<file path="config.mk">
export PLATFORM = sky130hd
export DESIGN_NAME = q_flop_bank_flat
export DESIGN_NICKNAME = d
export VERILOG_FILES = /design/src/rtl/q_flop_pkg.sv /design/src/rtl/q_flop_bank_if.sv /design/src/rtl/q_dual_rail_enc.sv /design/src/rtl/q_flop_bank.sv /design/src/flat_wrapper.sv
export SDC_FILE = /design/constraint.sdc
export NUM_CORES = 1
export LEC_CHECK = 0
export ABC_AREA = 0
export ABC_CLOCK_PERIOD_IN_PS = 4100
export BUFFER_PORTS_ARGS = -buffer_cell sky130_fd_sc_hd__buf_4
export CORE_MARGIN = 2
export CORE_UTILIZATION = 54
export DETAILED_ROUTE_END_ITERATION = 7
export GPL_ROUTABILITY_DRIVEN = 0
export HOLD_SLACK_MARGIN = 0.12
export PLACE_DENSITY = 0.8
export SLEW_MARGIN = 20
export SYNTH_ARGS = -nofsm -noshare
export SYNTH_HDL_FRONTEND = slang
export SYNTH_HIERARCHICAL = 1
export SYNTH_SLANG_ARGS = --single-unit
</file>
<file path="constraint.sdc">
create_clock -name clock -period 4.1 [get_ports clock]
set_input_delay 0.205 -clock clock [delete_from_list [all_inputs] [get_ports clock]]
set_output_delay 0.205 -clock clock [all_outputs]
set_load 0.05 [all_outputs]
</file>
<file path="src/rtl/q_flop_pkg.sv">
// Shared types for the Q-flop bank: FSM state enum and dual-rail ({rh_l,rl_l}) codes.
package q_flop_pkg;

  typedef enum logic [1:0] {
    IDLE    = 2'd0,
    RESOLVE = 2'd1,
    HOLD    = 2'd2
  } q_state_t;

  localparam logic [1:0] DR_UNRESOLVED = 2'b11;
  localparam logic [1:0] DR_HIGH       = 2'b01;
  localparam logic [1:0] DR_LOW        = 2'b10;
  localparam logic [1:0] DR_ILLEGAL    = 2'b00;

  function automatic logic [1:0] dr_encode(input logic value, input logic valid);
    if (!valid) return DR_UNRESOLVED;
    return value ? DR_HIGH : DR_LOW;
  endfunction

  function automatic logic dr_legal(input logic [1:0] rail);
    return rail != DR_ILLEGAL;
  endfunction

endpackage

</file>
<file path="src/rtl/q_flop_bank_if.sv">
// Bus of the Q-flop bank: capture request/ack, resolved word handshake and dual-rail lines.
interface q_flop_bank_if #(parameter int WIDTH = 8);
  // Handshake: a capture happens on an edge where sample=1 and ack=1; a word
  // is consumed on an edge where out_valid=1 and out_ready=1. out, rh_l and
  // rl_l stay stable while out_valid=1 until that consuming edge.
  logic [WIDTH-1:0] data;
  logic             sample;
  logic             ack;
  logic [WIDTH-1:0] out;
  logic             out_valid;
  logic             out_ready;
  logic [WIDTH-1:0] rh_l;
  logic [WIDTH-1:0] rl_l;

  modport master (
    output data, sample, out_ready,
    input  ack, out, out_valid, rh_l, rl_l
  );

  modport slave (
    input  data, sample, out_ready,
    output ack, out, out_valid, rh_l, rl_l
  );
endinterface

</file>
<file path="src/rtl/q_dual_rail_enc.sv">
// One bit of registered dual-rail encoding: value+valid -> {rh_l,rl_l}, active low.
module q_dual_rail_enc
  import q_flop_pkg::*;
(
  input  logic clock,
  input  logic reset,
  input  logic value,
  input  logic valid,
  output logic rh_l,
  output logic rl_l
);

  logic [1:0] rail;

  always_ff @(posedge clock) begin
    if (reset) rail <= DR_UNRESOLVED;
    else       rail <= dr_encode(value, valid);
  end

  // Both rails low would claim the bit resolved high and low at once.
  always_ff @(posedge clock) begin
    if (!reset) assert (dr_legal(rail));
  end

  assign {rh_l, rl_l} = rail;

endmodule

</file>
<file path="src/rtl/q_flop_bank.sv">
// WIDTH-bit Q-flop bank: capture, SETTLE_CYCLES resolution window, then registered word + dual rail.
// Optional Q_FLOP_BANK_BACK2BACK_EN: release and recapture in the same HOLD edge.
module q_flop_bank
  import q_flop_pkg::*;
#(
  parameter int WIDTH         = 8,
  parameter int SETTLE_CYCLES = 2
) (
  input  logic          clock,
  input  logic          reset,
  q_flop_bank_if.slave  bus,
  output q_state_t      dbg_state
);

  localparam int CW = (SETTLE_CYCLES > 1) ? $clog2(SETTLE_CYCLES + 1) : 1;
  localparam logic [CW-1:0] CNT_LOAD = CW'(SETTLE_CYCLES - 1);

  q_state_t         state, state_d;
  logic [CW-1:0]    cnt, cnt_d;
  logic [WIDTH-1:0] capture, capture_d;
  logic [WIDTH-1:0] out_q, out_d;
  logic             out_valid_q, out_valid_d;
  logic             ack_q, ack_d;

  always_comb begin
    state_d   = state;
    cnt_d     = cnt;
    capture_d = capture;
    out_d     = out_q;
    case (state)
      IDLE: begin
        if (bus.sample) begin
          capture_d = bus.data;
          cnt_d     = CNT_LOAD;
          state_d   = RESOLVE;
        end
      end
      RESOLVE: begin
        if (cnt == '0) begin
          out_d   = capture;
          state_d = HOLD;
        end else begin
          cnt_d = cnt - 1'b1;
        end
      end
      HOLD: begin
        // out keeps its last word after release; only the valid/rails drop.
        if (bus.out_ready) begin
          state_d = IDLE;
`ifdef Q_FLOP_BANK_BACK2BACK_EN
          if (bus.sample) begin
            capture_d = bus.data;
            cnt_d     = CNT_LOAD;
            state_d   = RESOLVE;
          end
`endif
        end
      end
      default: state_d = IDLE;
    endcase
    out_valid_d = (state_d == HOLD);
    ack_d       = (state_d == IDLE);
  end

  always_ff @(posedge clock) begin
    if (reset) begin
      state       <= IDLE;
      cnt         <= '0;
      capture     <= '0;
      out_q       <= '0;
      out_valid_q <= 1'b0;
      ack_q       <= 1'b1;
    end else begin
      state       <= state_d;
      cnt         <= cnt_d;
      capture     <= capture_d;
      out_q       <= out_d;
      out_valid_q <= out_valid_d;
      ack_q       <= ack_d;
    end
  end

  // Rails are registered from the same next-state terms as out/out_valid,
  // so they are all ones exactly when out_valid is low.
  for (genvar i = 0; i < WIDTH; i++) begin : g_enc
    q_dual_rail_enc u_enc (
      .clock (clock),
      .reset (reset),
      .value (out_d[i]),
      .valid (out_valid_d),
      .rh_l  (bus.rh_l[i]),
      .rl_l  (bus.rl_l[i])
    );
  end

  assign bus.out       = out_q;
  assign bus.out_valid = out_valid_q;
  assign bus.ack       = ack_q;
  assign dbg_state     = state;

endmodule

</file>
<file path="src/flat_wrapper.sv">
// flat-port wrapper written by rule: the top's interface ports become plain ports
module q_flop_bank_flat import q_flop_pkg::*;
#(
  parameter int WIDTH         = 8,
  parameter int SETTLE_CYCLES = 2
)
  (clock, reset, dbg_state, bus_data, bus_sample, bus_out_ready, bus_ack, bus_out, bus_out_valid, bus_rh_l, bus_rl_l);
  q_flop_bank_if #(.WIDTH(WIDTH)) bus_i ();
  input  logic clock;
  input  logic reset;
  output q_state_t dbg_state;
  input wire logic [$bits(bus_i.data)-1:0] bus_data;
  input wire logic [$bits(bus_i.sample)-1:0] bus_sample;
  input wire logic [$bits(bus_i.out_ready)-1:0] bus_out_ready;
  output wire logic [$bits(bus_i.ack)-1:0] bus_ack;
  output wire logic [$bits(bus_i.out)-1:0] bus_out;
  output wire logic [$bits(bus_i.out_valid)-1:0] bus_out_valid;
  output wire logic [$bits(bus_i.rh_l)-1:0] bus_rh_l;
  output wire logic [$bits(bus_i.rl_l)-1:0] bus_rl_l;
  assign bus_i.data = bus_data;
  assign bus_i.sample = bus_sample;
  assign bus_i.out_ready = bus_out_ready;
  assign bus_ack = bus_i.ack;
  assign bus_out = bus_i.out;
  assign bus_out_valid = bus_i.out_valid;
  assign bus_rh_l = bus_i.rh_l;
  assign bus_rl_l = bus_i.rl_l;
  q_flop_bank #(.WIDTH(WIDTH), .SETTLE_CYCLES(SETTLE_CYCLES)) u_core (.clock(clock), .reset(reset), .bus(bus_i), .dbg_state(dbg_state));
endmodule
</file>
# --- Yosys cells after proc, flatten, opt, wreduce, memory -nomap -nowiden ---
# Cells that the tools add are included.
word_totals:
  reg_bits: 38
  latchBits: 0
  ram_bits: 0
  romBits: 0
  input_bits: 12
  output_inout_bits: 28
  wordCells: 54
  memories: 0
op_classes:
  addsub: 1
  n_mul: 0
  div: 0
  order_cmp: 0
  eq_ne: 5
  n_shift: 0
  muxes: 28
  bitwise: 0
  reduce_logical: 6
ops:
  columns: ["cell", "n"]
  rows:
  - ["$mux 2", 22]
  - ["$mux 8", 2]
  - ["$logic_not 2->1", 3]
  - ["$pmux 2 s3", 1]
  - ["$eq 2x2->1 const B", 2]
  - ["$ne 2x2->1 const B", 2]
  - ["$pmux 2 s2", 1]
  - ["$reduce_and 3->1", 1]
  - ["$eq 2x1->1 const B", 1]
  - ["$mux 1", 2]
  - ["$reduce_and 2->1", 1]
  - ["$reduce_bool 2->1", 1]
  - ["$sub 2x1->2 const B", 1]

# --- Depth between registers and ports, before layout ---
# Gate-level depths: netlist of the first run.
depth:
  word_depth: 7
  depth_mapped: 6
  mapped_depth_nobuf: 5

# --- Hierarchy ---
# Netlist of the first run, hierarchy kept.
by_module_without_submodules:
  columns: ["module", "instances", "cells_each", "area_per_inst_um2", "seq_area_each_um2"]
  rows:
  - ["q_flop_bank", 1, 81, 953.4, 440.4]
  - ["q_dual_rail_enc", 8, 4, 56.3, 40.0]

# --- Least setup slack after synthesis of the first run ---
# OpenSTA, ideal clock, no wires.
synth_timing:
  path_kind: "register to register"
  startpoint: "register u_core.state[1], in the netlist u_core/dbg_state[1]"
  endpoint: "register u_core.g_enc[0].u_enc.rail[0]"
  arrival_ns: 1.741
  t_required_ns: 3.973
  path_slack_ns: 2.232
  stages_incl_launch_ff: 5
  synth_period_minus_slack_ns: 1.868
  path_cell_list: "dfxtp_1 -> nand3b_4 -> buf_6 -> mux2_4 -> or3b_1"
synth_rtl:
  columns: ["element", "line", "source"]
  rows:
  - ["start: declaration", "q_flop_bank.sv:18", "q_state_t state, state_d;"]
  - ["start signal: assignment", "q_flop_bank.sv:74", "state <= state_d;"]
  - ["$eq 2x1->1", "q_flop_bank.sv:30", "case (state)"]
  - ["$mux 8", "q_flop_bank.sv:30", null]
  - ["via u_core.out_d[0]", "q_flop_bank.sv:21", "logic [WIDTH-1:0] out_q, out_d;"]
  - ["$mux 2 (2 in a row)", "q_flop_pkg.sv:17", "return value ? DR_HIGH : DR_LOW;"]
  - ["end signal: assignment", "q_dual_rail_enc.sv:17", "else rail <= dr_encode(value, valid);"]
  - ["end: declaration", "q_dual_rail_enc.sv:13", "logic [1:0] rail;"]
# The timed path passes the listed nets, and every way through them passes these cells. The select of a mux whose other input is x is not followed.
# A chain may end at the register's enable or synchronous reset.

# --- Worst setup path after layout of the first run ---
layout_timing:
  startpoint: "register u_core.cnt[0]"
  endpoint: "register u_core.g_enc[3].u_enc.rail[0]"
layout_between:
  elab_chain_len: 7
layout_rtl:
  columns: ["element", "line", "source"]
  rows:
  - ["start: declaration", "q_flop_bank.sv:19", "logic [CW-1:0] cnt, cnt_d;"]
  - ["start signal: assignment", "q_flop_bank.sv:75", "cnt <= cnt_d;"]
  - ["$logic_not 2->1", "q_flop_bank.sv:39", "if (cnt == '0) begin"]
  - ["$mux 2", "q_flop_bank.sv:39", null]
  - ["$pmux 2 s3", "q_flop_bank.sv:30", null]
  - ["$eq 2x2->1", "q_flop_bank.sv:61", "out_valid_d = (state_d == HOLD);"]
  - ["via u_core.out_valid_d", "q_flop_bank.sv:22", "logic out_valid_q, out_valid_d;"]
  - ["$mux 1", "q_flop_pkg.sv:16", "if (!valid) return DR_UNRESOLVED;"]
  - ["$mux 1", "q_dual_rail_enc.sv:16", "if (reset) rail <= DR_UNRESOLVED;"]
  - ["$mux 2", "q_flop_pkg.sv:17", null]
  - ["end signal: assignment", "q_dual_rail_enc.sv:17", null]
  - ["end: declaration", "q_dual_rail_enc.sv:13", null]
# The timed path passes the listed nets, and every way through them passes these cells. The select of a mux whose other input is x is not followed.

==> impl_metrics.py, run 1 <==
metrics = {
    "run_status": {
        "status": "finished clean",
    },
    "logic_synthesis": {
        "ys_top_cells_by_count": "38 x dfxtp_1, 9 x mux2i_1, 9 x nor2_1, 8 x nand3b_1, 8 x or3b_1",
        "synth_top_area_share_pct": 54.2,
        "netlist_instances": 113,
        "synthArstFlopShare_pct": 0,
        "ys_seq_area_share_pct": 54.2,
        "synth_area_sq_um": 1400,
        "synth_enable_flop_cells": 0,
        "synth_top_area_cell": "dfxtp_1",
        "yosys-top-cells-area": "dfxtp_1 54%, mux2_4 7.5%, nor2b_4 6.9%, mux2i_1 6.4%, or3b_1 5.0%",
        "synth_compound_area_share_pct": 3.57,
        "syn-num-nets": 126,
        "synthXorXnorAreaFrac_pct": 0,
        "yosysMostFrequentCell": "dfxtp_1",
        "yosys_warnings": 6,
        "avgSynthCellArea_sq_um": 12.4,
        "yosys.area_share.adder_pct": 0.891,
        "synth_seq_cells": 38,
        "synthMuxAreaShare_pct": 14.7,
        "synth_ff_type": "dfxtp_1",
        "yosys.area_share.simple_pct": 23.4,
        "ys_types": 27,
        "synth_top_family_by_area": "simple AND/OR/NAND/NOR gates",
    },
    "detailed_routing": {
        "via_count": 953,
        "drc_errors": 0,
        "drt_pass1_iterations": 4,
        "wl_um": 2440,
        "wl_per_cell_um": 12.7,
        "drtAntennaViolNets": 0,
        "via_per_inst": 4.94,
        "drt_iter0_markers": 13,
    },
    "clock_network": {
        "htreeDepth": 2,
        "insertion_delay_ns": 0.35,
        "cts_buffer_depth": 2,
        "clock-root-buffer": "clkbuf_4",
        "cts_buffers": 5,
        "cts.clk_slew.worst_paths_ns": 0.10,
        "cts_tree": "built",
        "clock_sinks": 38,
        "cts_resized": 0,
    },
    "cells_and_area": {
        "drive_above_1_share_pct": 39.3,
        "nets": 175,
        "syn_to_final_growth_pct": 31.4,
        "antenna_cells": 0,
    },
    "floorplan": {
        "die_x_um": 55.0,
        "core_sq_um": 2480,
        "die_area_sq_um": 3020,
        "row_count": 18,
        "num_io_pins": 40,
        "start_util_pct": 56.7,
        "die_h_um": 55.0,
    },
    "timing": {
        "worst_pin_slew_ns": 0.853,
        "slew_headroom_pct": 42.9,
        "tns_ns": 0,
        "hold_viol": 0,
        "post-route-worst-setup-slack_ns": 2.27,
        "fin_crit_sh_pct": 44.7,
        "rsz0062_at_grt": "no",
        "skew_ns": 0.00917,
        "maxSlewViolCount": 0,
        "setup_viol": 0,
        "clock.fmax_ghz": 0.546,
        "min_period_ns": 1.83,
    },
    "setup_path": {
        "worstReg2RegEnd": "u_core/g_enc[3].u_enc/rail[0]",
        "cp-startpoint": "u_core/cnt[0]",
        "worst_setup_path_start_kind": "flip-flop",
        "worstSetupPathType": "reg -> reg",
        "worstPathCellList": "inv_1 > ha_1 > nand3b_4 > nand2_1 > or3b_1",
        "r2r-start": "u_core/cnt[0]",
        "r2r_setup_slack_ns": 2.27,
        "cp-endpoint": "u_core/g_enc[3].u_enc/rail[0]",
        "worstRegToRegCells": 5,
        "slowest_delay_ns": 0.42,
        "critPathSlowestCell": "nand2_1",
        "required_ns": 4.33,
        "cp_max_fo": 16,
        "worst_ep_arrival_time_ns": 2.07,
        "critPathCaptureType": "flip-flop",
    },
    "pwr": {
        "ir_worst_vdd_v": 0.000347,
        "leakagePower_nw": 0.792,
        "powerDensity_nw_per_um2": 402,
    },
    "global_routing": {
        "grt_max_degree": 39,
        "grt_pass1_vias": 834,
        "grt_remaining_overflow": 0,
        "grt_first_pass_wirelength_um": 3520,
        "grt_util_all_layers_pct": 17.4,
        "grt_antenna_before_repair": 0,
    },
    "run": {
        "maxCapViolCount": 0,
    },
    "placed_design": {
        "dp_slack_ns": 2.30,
        "hpwl_um": 1630,
        "numPortBuffers": 39,
    },
    "min_path": {
        "hold_path_depth": 3,
        "hold_path.class": "in -> reg",
    },
}
what timing repair did:
action / in CTS / in global routing
setup buffers: 0 / 0
hold buffers: 8 / 0
hold endpoints to repair: 8 / 0
cells in the final DEF (no fill, tap or decap):
cell / netlist / routed
o21ai_0: 1 / 1
nor2b_4: 7 / 7
a21oi_1: 3 / 3
nor3_1: 1 / 1
or3b_2: 1 / 1
clkbuf_1: 1 / 1
a21o_1: 1 / 1
nor3b_2: 0 / 1
nand3b_4: 1 / 1
nand2_1: 3 / 3
a221oi_1: 1 / 1
buf_4: 2 / 39
nor4b_1: 1 / 1
clkbuf_8: 0 / 1
mux2i_1: 9 / 9
dfxtp_1: 38 / 38
ha_1: 1 / 1
nor2b_1: 1 / 1
mux2_4: 7 / 7
o21bai_1: 1 / 1
a31oi_1: 1 / 1
mux2_2: 1 / 1
dlygate4sd3_1: 0 / 8
clkinv_2: 0 / 1
nand3b_1: 8 / 8
inv_1: 3 / 3
clkbuf_4: 0 / 5
nor2_1: 9 / 9
or3b_1: 8 / 8
worst min path at each step:
stage                      startpoint  slack [ns]                   to
after global routing       bus_sample        0.21  u_core/dbg_state[0]
after detailed placement  bus_data[2]        0.45    u_core/capture[2]
after CTS                  bus_sample        0.17  u_core/dbg_state[0]
after floorplan                 reset        0.27    u_core/bus.out[0]
final                      bus_sample        0.17  u_core/dbg_state[0]
after global placement    bus_data[0]        0.44    u_core/capture[0]
layout make-up:
class / count / area [sq um]
Timing Repair Buffer: 47 / 373
Clock inverter: 1 / 5.00
Sequential cell: 38 / 761
Tap cell: 30 / 37.5
Multi-Input combinational cell: 67 / 602
Inverter: 3 / 11.3
Fill cell: 178 / 633
Clock buffer: 7 / 55.1
routing by layer:
layer	wire length [um]	track usage [%]	up-vias
met5	0	0	-
met3	138	5.65	7
met2	1170	27.0	25
met1	1080	19.7	436
met4	60	13.4	0
li1	-	-	485
cell families (layout without fill, tap and decap cells):
family | Yosys count | count (layout)
compound gates | 8 | 8
flops | 38 | 38
fa+ha+maj | 1 | 1
mux | 17 | 17
buf+inv | 8 | 58
simple gates | 41 | 41
critical path, delay by kind of cell, from the launching register on:
kind | cells | cell delay (ns)
adder cells (fa/ha/maj) | 1 | 0.28
buffers and inverters | 1 | 0.07
flip-flops | 1 | 0.33
AND/OR/NAND/NOR | 3 | 1.03
metrics by stage:
stage	power (mW)	hold WS (ns)	area, sq um	cells	utilization (%)
5_1_grt	0.770	0.210	1840	193	74.4
6_report	0.741	0.167	1840	193	74.4
3_3_place_gp	0.541	0.444	1700	177	68.8
3_5_place_dp	0.544	0.450	1700	177	68.8
2_1_floorplan	0.508	0.269	1400	113	-
4_1_cts	0.747	0.173	1840	193	74.4
registers in the layout, summed over array words and instances, names as in the netlist:
register,flops
u_core/g_enc.u_enc/rail,16
u_core/dbg_state,2
u_core/capture,8
u_core/bus.ack,1
u_core/bus.out_valid,1
u_core/bus.out,8
u_core/cnt,2
power by group:
part / switching (mW) / internal, mW / total (mW)
combinational: 0.0827 / 0.0590 / 0.142
sequential: 0.0115 / 0.388 / 0.400
clock: 0.117 / 0.0831 / 0.200
(Power assumes the default switching activity.)
==> run 2: changes to the inputs <==
--- a/config.mk
+++ b/config.mk
@@ -6,14 +6,14 @@
 export NUM_CORES = 1
 export LEC_CHECK = 0
 export ABC_AREA = 0
-export ABC_CLOCK_PERIOD_IN_PS = 4100
+export ABC_CLOCK_PERIOD_IN_PS = 1840
 export BUFFER_PORTS_ARGS = -buffer_cell sky130_fd_sc_hd__buf_4
 export CORE_MARGIN = 2
-export CORE_UTILIZATION = 54
+export CORE_UTILIZATION = 50
 export DETAILED_ROUTE_END_ITERATION = 7
 export GPL_ROUTABILITY_DRIVEN = 0
 export HOLD_SLACK_MARGIN = 0.12
-export PLACE_DENSITY = 0.8
+export PLACE_DENSITY = 0.75
 export SLEW_MARGIN = 20
 export SYNTH_ARGS = -nofsm -noshare
 export SYNTH_HDL_FRONTEND = slang
==> constraint.sdc (replaced) <==
create_clock -name clock -period 1.84 [get_ports clock]
set_input_delay 0.092 -clock clock [delete_from_list [all_inputs] [get_ports clock]]
set_output_delay 0.092 -clock clock [all_outputs]
set_load 0.05 [all_outputs]
==> impl_metrics.py, run 2 (same netlist as run 1, synthesis figures left out) <==
metrics = {
    "timing": {
        "slew_headroom_pct": 70.6,
        "min_period_ns": 1.75,
        "post-route-worst-setup-slack_ns": 0.0908,
        "fin_crit_sh_pct": 95.1,
        "skew_ns": 0.00845,
        "hold_viol": 0,
        "tns_ns": 0,
        "clock.fmax_ghz": 0.572,
        "rsz0062_at_grt": "no",
        "worst_pin_slew_ns": 0.441,
        "maxSlewViolCount": 0,
        "setup_viol": 0,
    },
    "pwr": {
        "powerDensity_nw_per_um2": 875,
        "power_mw": 1.66,
        "power_switching_mw": 0.468,
        "combPwrFrac_pct": 20.2,
        "seq_power_share_pct": 53.6,
        "leakagePower_nw": 0.820,
        "power_frac_clock_pct": 26.2,
        "p_sw_share_pct": 28.1,
        "p_int_mw": 1.20,
        "ir_worst_vdd_v": 0.000676,
    },
    "setup_path": {
        "slowest_delay_ns": 0.38,
        "worstReg2RegEnd": "u_core/g_enc[7].u_enc/rail[0]",
        "worst_ep_arrival_time_ns": 1.98,
        "r2r_setup_slack_ns": 0.09,
        "worstPathCellList": "inv_1 > ha_1 > nand3b_2 > mux2_2 > or3b_1",
        "cp-endpoint": "u_core/g_enc[7].u_enc/rail[0]",
        "cp-startpoint": "u_core/cnt[0]",
        "worstSetupPathType": "reg -> reg",
        "worst_setup_path_start_kind": "flip-flop",
        "critPathSlowestCell": "mux2_2",
        "r2r-start": "u_core/cnt[0]",
        "worstRegToRegCells": 5,
        "critPathCaptureType": "flip-flop",
        "required_ns": 2.07,
        "cp_max_fo": 6,
    },
    "cells_and_area": {
        "most-common-layout-cells": "42 x buf_4, 36 x dfxtp_1, 10 x dlygate4sd3_1",
        "stdcell_area_sq_um": 1900,
        "largest_reg_flops": 16,
        "nFillCells": 223,
        "multi_input_area_sq_um": 613,
        "antenna_cells": 0,
        "max_flop_register": "u_core/g_enc.u_enc/rail",
        "layout_commonest_cell": "buf_4",
        "syn_to_final_growth_pct": 35.5,
        "nets": 181,
        "register_area_sq_um": 763,
        "drive_above_1_share_pct": 41.4,
    },
    "floorplan": {
        "core_sq_um": 2710,
        "num_io_pins": 40,
        "die_h_um": 57.0,
        "die_x_um": 57.0,
        "die_area_sq_um": 3250,
        "start_util_pct": 51.8,
        "row_count": 19,
    },
    "global_routing": {
        "grt_remaining_overflow": 0,
        "grt_antenna_before_repair": 0,
        "grt_max_degree": 39,
        "grt_pass1_vias": 902,
        "grt_util_all_layers_pct": 17.1,
        "grt_first_pass_wirelength_um": 4120,
    },
    "clock_network": {
        "cts_buffers": 5,
        "cts_tree": "built",
        "htreeDepth": 2,
        "post_cts_buffers": 0,
        "insertion_delay_ns": 0.34,
        "clock_sinks": 38,
        "cts_buffer_depth": 2,
        "cts.clk_slew.worst_paths_ns": 0.10,
        "clock-root-buffer": "clkbuf_4",
    },
    "detailed_routing": {
        "drt_iter0_markers": 11,
        "wl_per_cell_um": 13.0,
        "wl_met1_um": 984,
        "via_per_inst": 4.93,
        "route.met3.wl_um": 157,
        "drt_pass1_iterations": 4,
        "dr_wl_met2_um": 1430,
        "via_count": 985,
        "drc_errors": 0,
        "highest_layer": "met4",
        "drtAntennaViolNets": 0,
        "wl_um": 2610,
    },
    "run": {
        "maxCapViolCount": 0,
    },
    "run_status": {
        "status": "finished clean",
    },
    "placed_design": {
        "hpwl_um": 1710,
        "numPortBuffers": 39,
        "dp_slack_ns": 0.123,
        "place_area_sq_um": 1730,
    },
    "min_path": {
        "hold_path.class": "in -> reg",
    },
}
-- run 2: cell count changes in the layout (fill, tap and decap cells not counted) --
cell / change
buf_4: +3
nand3b_2: +1
dlygate4sd3_1: +2
dfxtp_2: +2
dfxtp_1: -2
-- run 2: routing by layer --
| metal | vias up | GRT usage [%] |
|---|---|---|
| met1 | 457 | 17.1 |
| met5 | - | 0 |
| met2 | 24 | 32.0 |
| met3 | 5 | 6.35 |
| met4 | 0 | 5.98 |
| li1 | 499 | - |
-- run 2: stage by stage --
step / hold slack (ns) / util, % / std cells
floorplan: 0.156 / - / 113
global placement: 0.328 / 63.9 / 181
detailed placement: 0.334 / 63.9 / 181
CTS: 0.162 / 69.8 / 199
global route: 0.178 / 70.2 / 200
finish: 0.166 / 70.2 / 200
-- run 2: layout make-up --
| class | instances | share of cell area [%] |
|---|---|---|
| multi-input combinational | 68 | 32.2 |
| inverter | 3 | 0.592 |
| clock buffer | 7 | 2.89 |
| sequential | 38 | 40.1 |
| tap | 31 | 2.04 |
| timing repair buffer | 52 | 21.8 |
| clock inverter | 1 | 0.263 |
-- run 2: worst min path at each step --
stage,start,endpoint,slack (ns),cells after the start
finish,reset,u_core/capture[7],0.17,2
global route,reset,u_core/capture[5],0.18,2
floorplan,reset,u_core/bus.out[0],0.16,1
detailed placement,bus_data[4],u_core/capture[4],0.33,3
CTS,reset,u_core/bus.out[3],0.16,2
global placement,bus_data[4],u_core/capture[4],0.33,3
-- run 2: what timing repair did --
item / CTS / global route
hold buffers: 10 / 0
endpoints found under the hold margin: 12 / 0
endpoints found under the setup margin: 0 / 1
gates resized for setup: 0 / 0
-- run 2: power by group through the flow --
stage	clock, mW	combinational [mW]	sequential (mW)
4_1_cts	0.452	0.333	0.892
3_5_place_dp	0	0.315	0.911
6_report	0.436	0.335	0.893
3_3_place_gp	0	0.309	0.908
2_1_floorplan	0	0.143	0.990
5_1_grt	0.481	0.357	0.899
-- run 2: worst max-delay path: cells and delay by family, from the launching register on --
family	cells	cell delay [ns]
mux	1	0.38
buf+inv	1	0.06
fa+ha+maj	1	0.29
simple gates	2	0.56
flops	1	0.35
==> run 3: changes to the inputs <==
--- a/config.mk
+++ b/config.mk
@@ -9,11 +9,11 @@
 export ABC_CLOCK_PERIOD_IN_PS = 1840
 export BUFFER_PORTS_ARGS = -buffer_cell sky130_fd_sc_hd__buf_4
 export CORE_MARGIN = 2
-export CORE_UTILIZATION = 50
+export CORE_UTILIZATION = 30
 export DETAILED_ROUTE_END_ITERATION = 7
 export GPL_ROUTABILITY_DRIVEN = 0
 export HOLD_SLACK_MARGIN = 0.12
-export PLACE_DENSITY = 0.75
+export PLACE_DENSITY = 0.49
 export SLEW_MARGIN = 20
 export SYNTH_ARGS = -nofsm -noshare
 export SYNTH_HDL_FRONTEND = slang
==> impl_metrics.py, run 3 (same netlist as run 1, synthesis figures left out) <==
metrics = {
    "pwr": {
        "powerDensity_nw_per_um2": 927,
        "ir_worst_vdd_v": 0.000293,
        "leakagePower_nw": 0.824,
    },
    "clock_network": {
        "clock-root-buffer": "clkbuf_8",
        "cts_tree": "built",
        "cts_buffer_depth": 2,
        "cts.clk_slew.worst_paths_ns": 0.07,
        "insertion_delay_ns": 0.28,
        "htreeDepth": 2,
        "cts_buffers": 5,
        "clock_sinks": 38,
        "post_cts_buffers": 0,
    },
    "detailed_routing": {
        "highest_layer": "met4",
        "wl_um": 2770,
        "route.met3.wl_um": 161,
        "drtAntennaViolNets": 0,
        "drt_pass1_iterations": 4,
        "via_count": 984,
        "drt_iter0_markers": 13,
        "wl_met1_um": 1180,
        "drc_errors": 0,
        "wl_per_cell_um": 12.6,
        "dr_wl_met2_um": 1370,
        "via_per_inst": 4.49,
    },
    "setup_path": {
        "cp-startpoint": "u_core/cnt[0]",
        "r2r-start": "u_core/cnt[0]",
        "critPathCaptureType": "flip-flop",
        "worstSetupPathType": "reg -> reg",
        "required_ns": 2.01,
        "worst_setup_path_start_kind": "flip-flop",
        "worst_ep_arrival_time_ns": 1.85,
        "cp_max_fo": 6,
    },
    "timing": {
        "hold_viol": 0,
        "maxSlewViolCount": 0,
        "worst_pin_slew_ns": 0.450,
        "rsz0062_at_grt": "no",
        "clock.fmax_ghz": 0.595,
        "skew_ns": 0.00162,
        "fin_crit_sh_pct": 91.4,
        "slew_headroom_pct": 70.0,
        "setup_viol": 0,
        "tns_ns": 0,
        "min_period_ns": 1.68,
    },
    "placed_design": {
        "place_area_sq_um": 1760,
        "hpwl_um": 1910,
        "numPortBuffers": 39,
    },
    "cells_and_area": {
        "nets": 179,
        "stdcell_area_sq_um": 1940,
        "max_flop_register": "u_core/g_enc.u_enc/rail",
        "most-common-layout-cells": "42 x buf_4, 36 x dfxtp_1, 9 x nor2_1, 9 x mux2i_1",
        "register_area_sq_um": 763,
        "multi_input_area_sq_um": 616,
        "nFillCells": 433,
        "syn_to_final_growth_pct": 38.3,
        "drive_above_1_share_pct": 42.5,
        "antenna_cells": 0,
        "layout_commonest_cell": "buf_4",
        "largest_reg_flops": 16,
    },
    "run": {
        "maxCapViolCount": 0,
    },
    "floorplan": {
        "die_x_um": 72.4,
        "num_io_pins": 40,
        "die_h_um": 72.4,
        "start_util_pct": 31.6,
        "die_area_sq_um": 5240,
        "core_sq_um": 4440,
        "row_count": 24,
    },
    "global_routing": {
        "grt_util_all_layers_pct": 10.9,
        "grt_first_pass_wirelength_um": 4270,
        "grt_antenna_before_repair": 0,
        "grt_pass1_vias": 933,
        "grt_max_degree": 39,
        "grt_remaining_overflow": 0,
    },
    "min_path": {
        "hold_path.class": "in -> reg",
        "hp-start": "bus_sample",
    },
    "run_status": {
        "status": "finished clean",
    },
}
==> run 3: changes by cell type in the layout (fill, tap and decap cells not counted), sizes merged <==
cell	before	now
dlygate4sd3	10	8
==> run 3: routing by layer <==
layer  track usage [%]  vias up
met4              4.94        0
met3              4.17        5
met5                 0        -
met1              11.2      461
met2              19.5       27
li1                  -      491
==> run 3: through the flow <==
step / utilization (%) / hold slack, ns / total power [mW] / cells / setup WS (ns)
6_report: 43.7 / 0.125 / 1.80 / 219 / 0.159
5_1_grt: 43.7 / 0.146 / 1.89 / 219 / 0.0813
4_1_cts: 43.4 / 0.121 / 1.82 / 218 / 0.0486
3_5_place_dp: 39.5 / 0.340 / 1.23 / 202 / 0.0586
3_3_place_gp: 39.5 / 0.329 / 1.22 / 202 / 0.176
2_1_floorplan: - / 0.156 / 1.13 / 113 / 0.174
==> run 3: worst max-delay path: stages, from the launching register on <==
cell and delay (ns):
dfxtp_1 0.33, inv_1 0.08, ha_2 0.27, nand3b_2 0.19
mux2_4 0.35, or3b_1 0.34
==> run 3: timing repair <==
action | CTS | global route
setup endpoints to repair | 0 | 2
gates resized for setup | 0 | 1
endpoints found under the hold margin | 8 | 0
hold buffers | 8 | 0
==> run 3: path summary, 6_finish.rpt <==
path	endpoint	slack, ns	cells past startpoint
hold / removal	u_core/dbg_state[0]	0.13	3
setup reg to reg	u_core/g_enc[3].u_enc/rail[0]	0.16	5
hold reg to reg	u_core/cnt[1]	0.49	2
setup / recovery	u_core/g_enc[3].u_enc/rail[0]	0.16	5
==> run 3: area by class of cell <==
class                           count  share of cell area, %
Clock buffer                        7                   4.45
Tap cell                           52                   3.35
Multi-Input combinational cell     68                   31.7
Inverter                            3                  0.580
Timing Repair Buffer               50                   20.4
Sequential cell                    38                   39.3
Clock inverter                      1                  0.258
==> run 3: where the power goes <==
part	switching, mW	internal [mW]	total (mW)
sequential	0.0273	0.866	0.893
combinational	0.193	0.143	0.336
clock	0.268	0.302	0.570
total	0.488	1.31	1.80
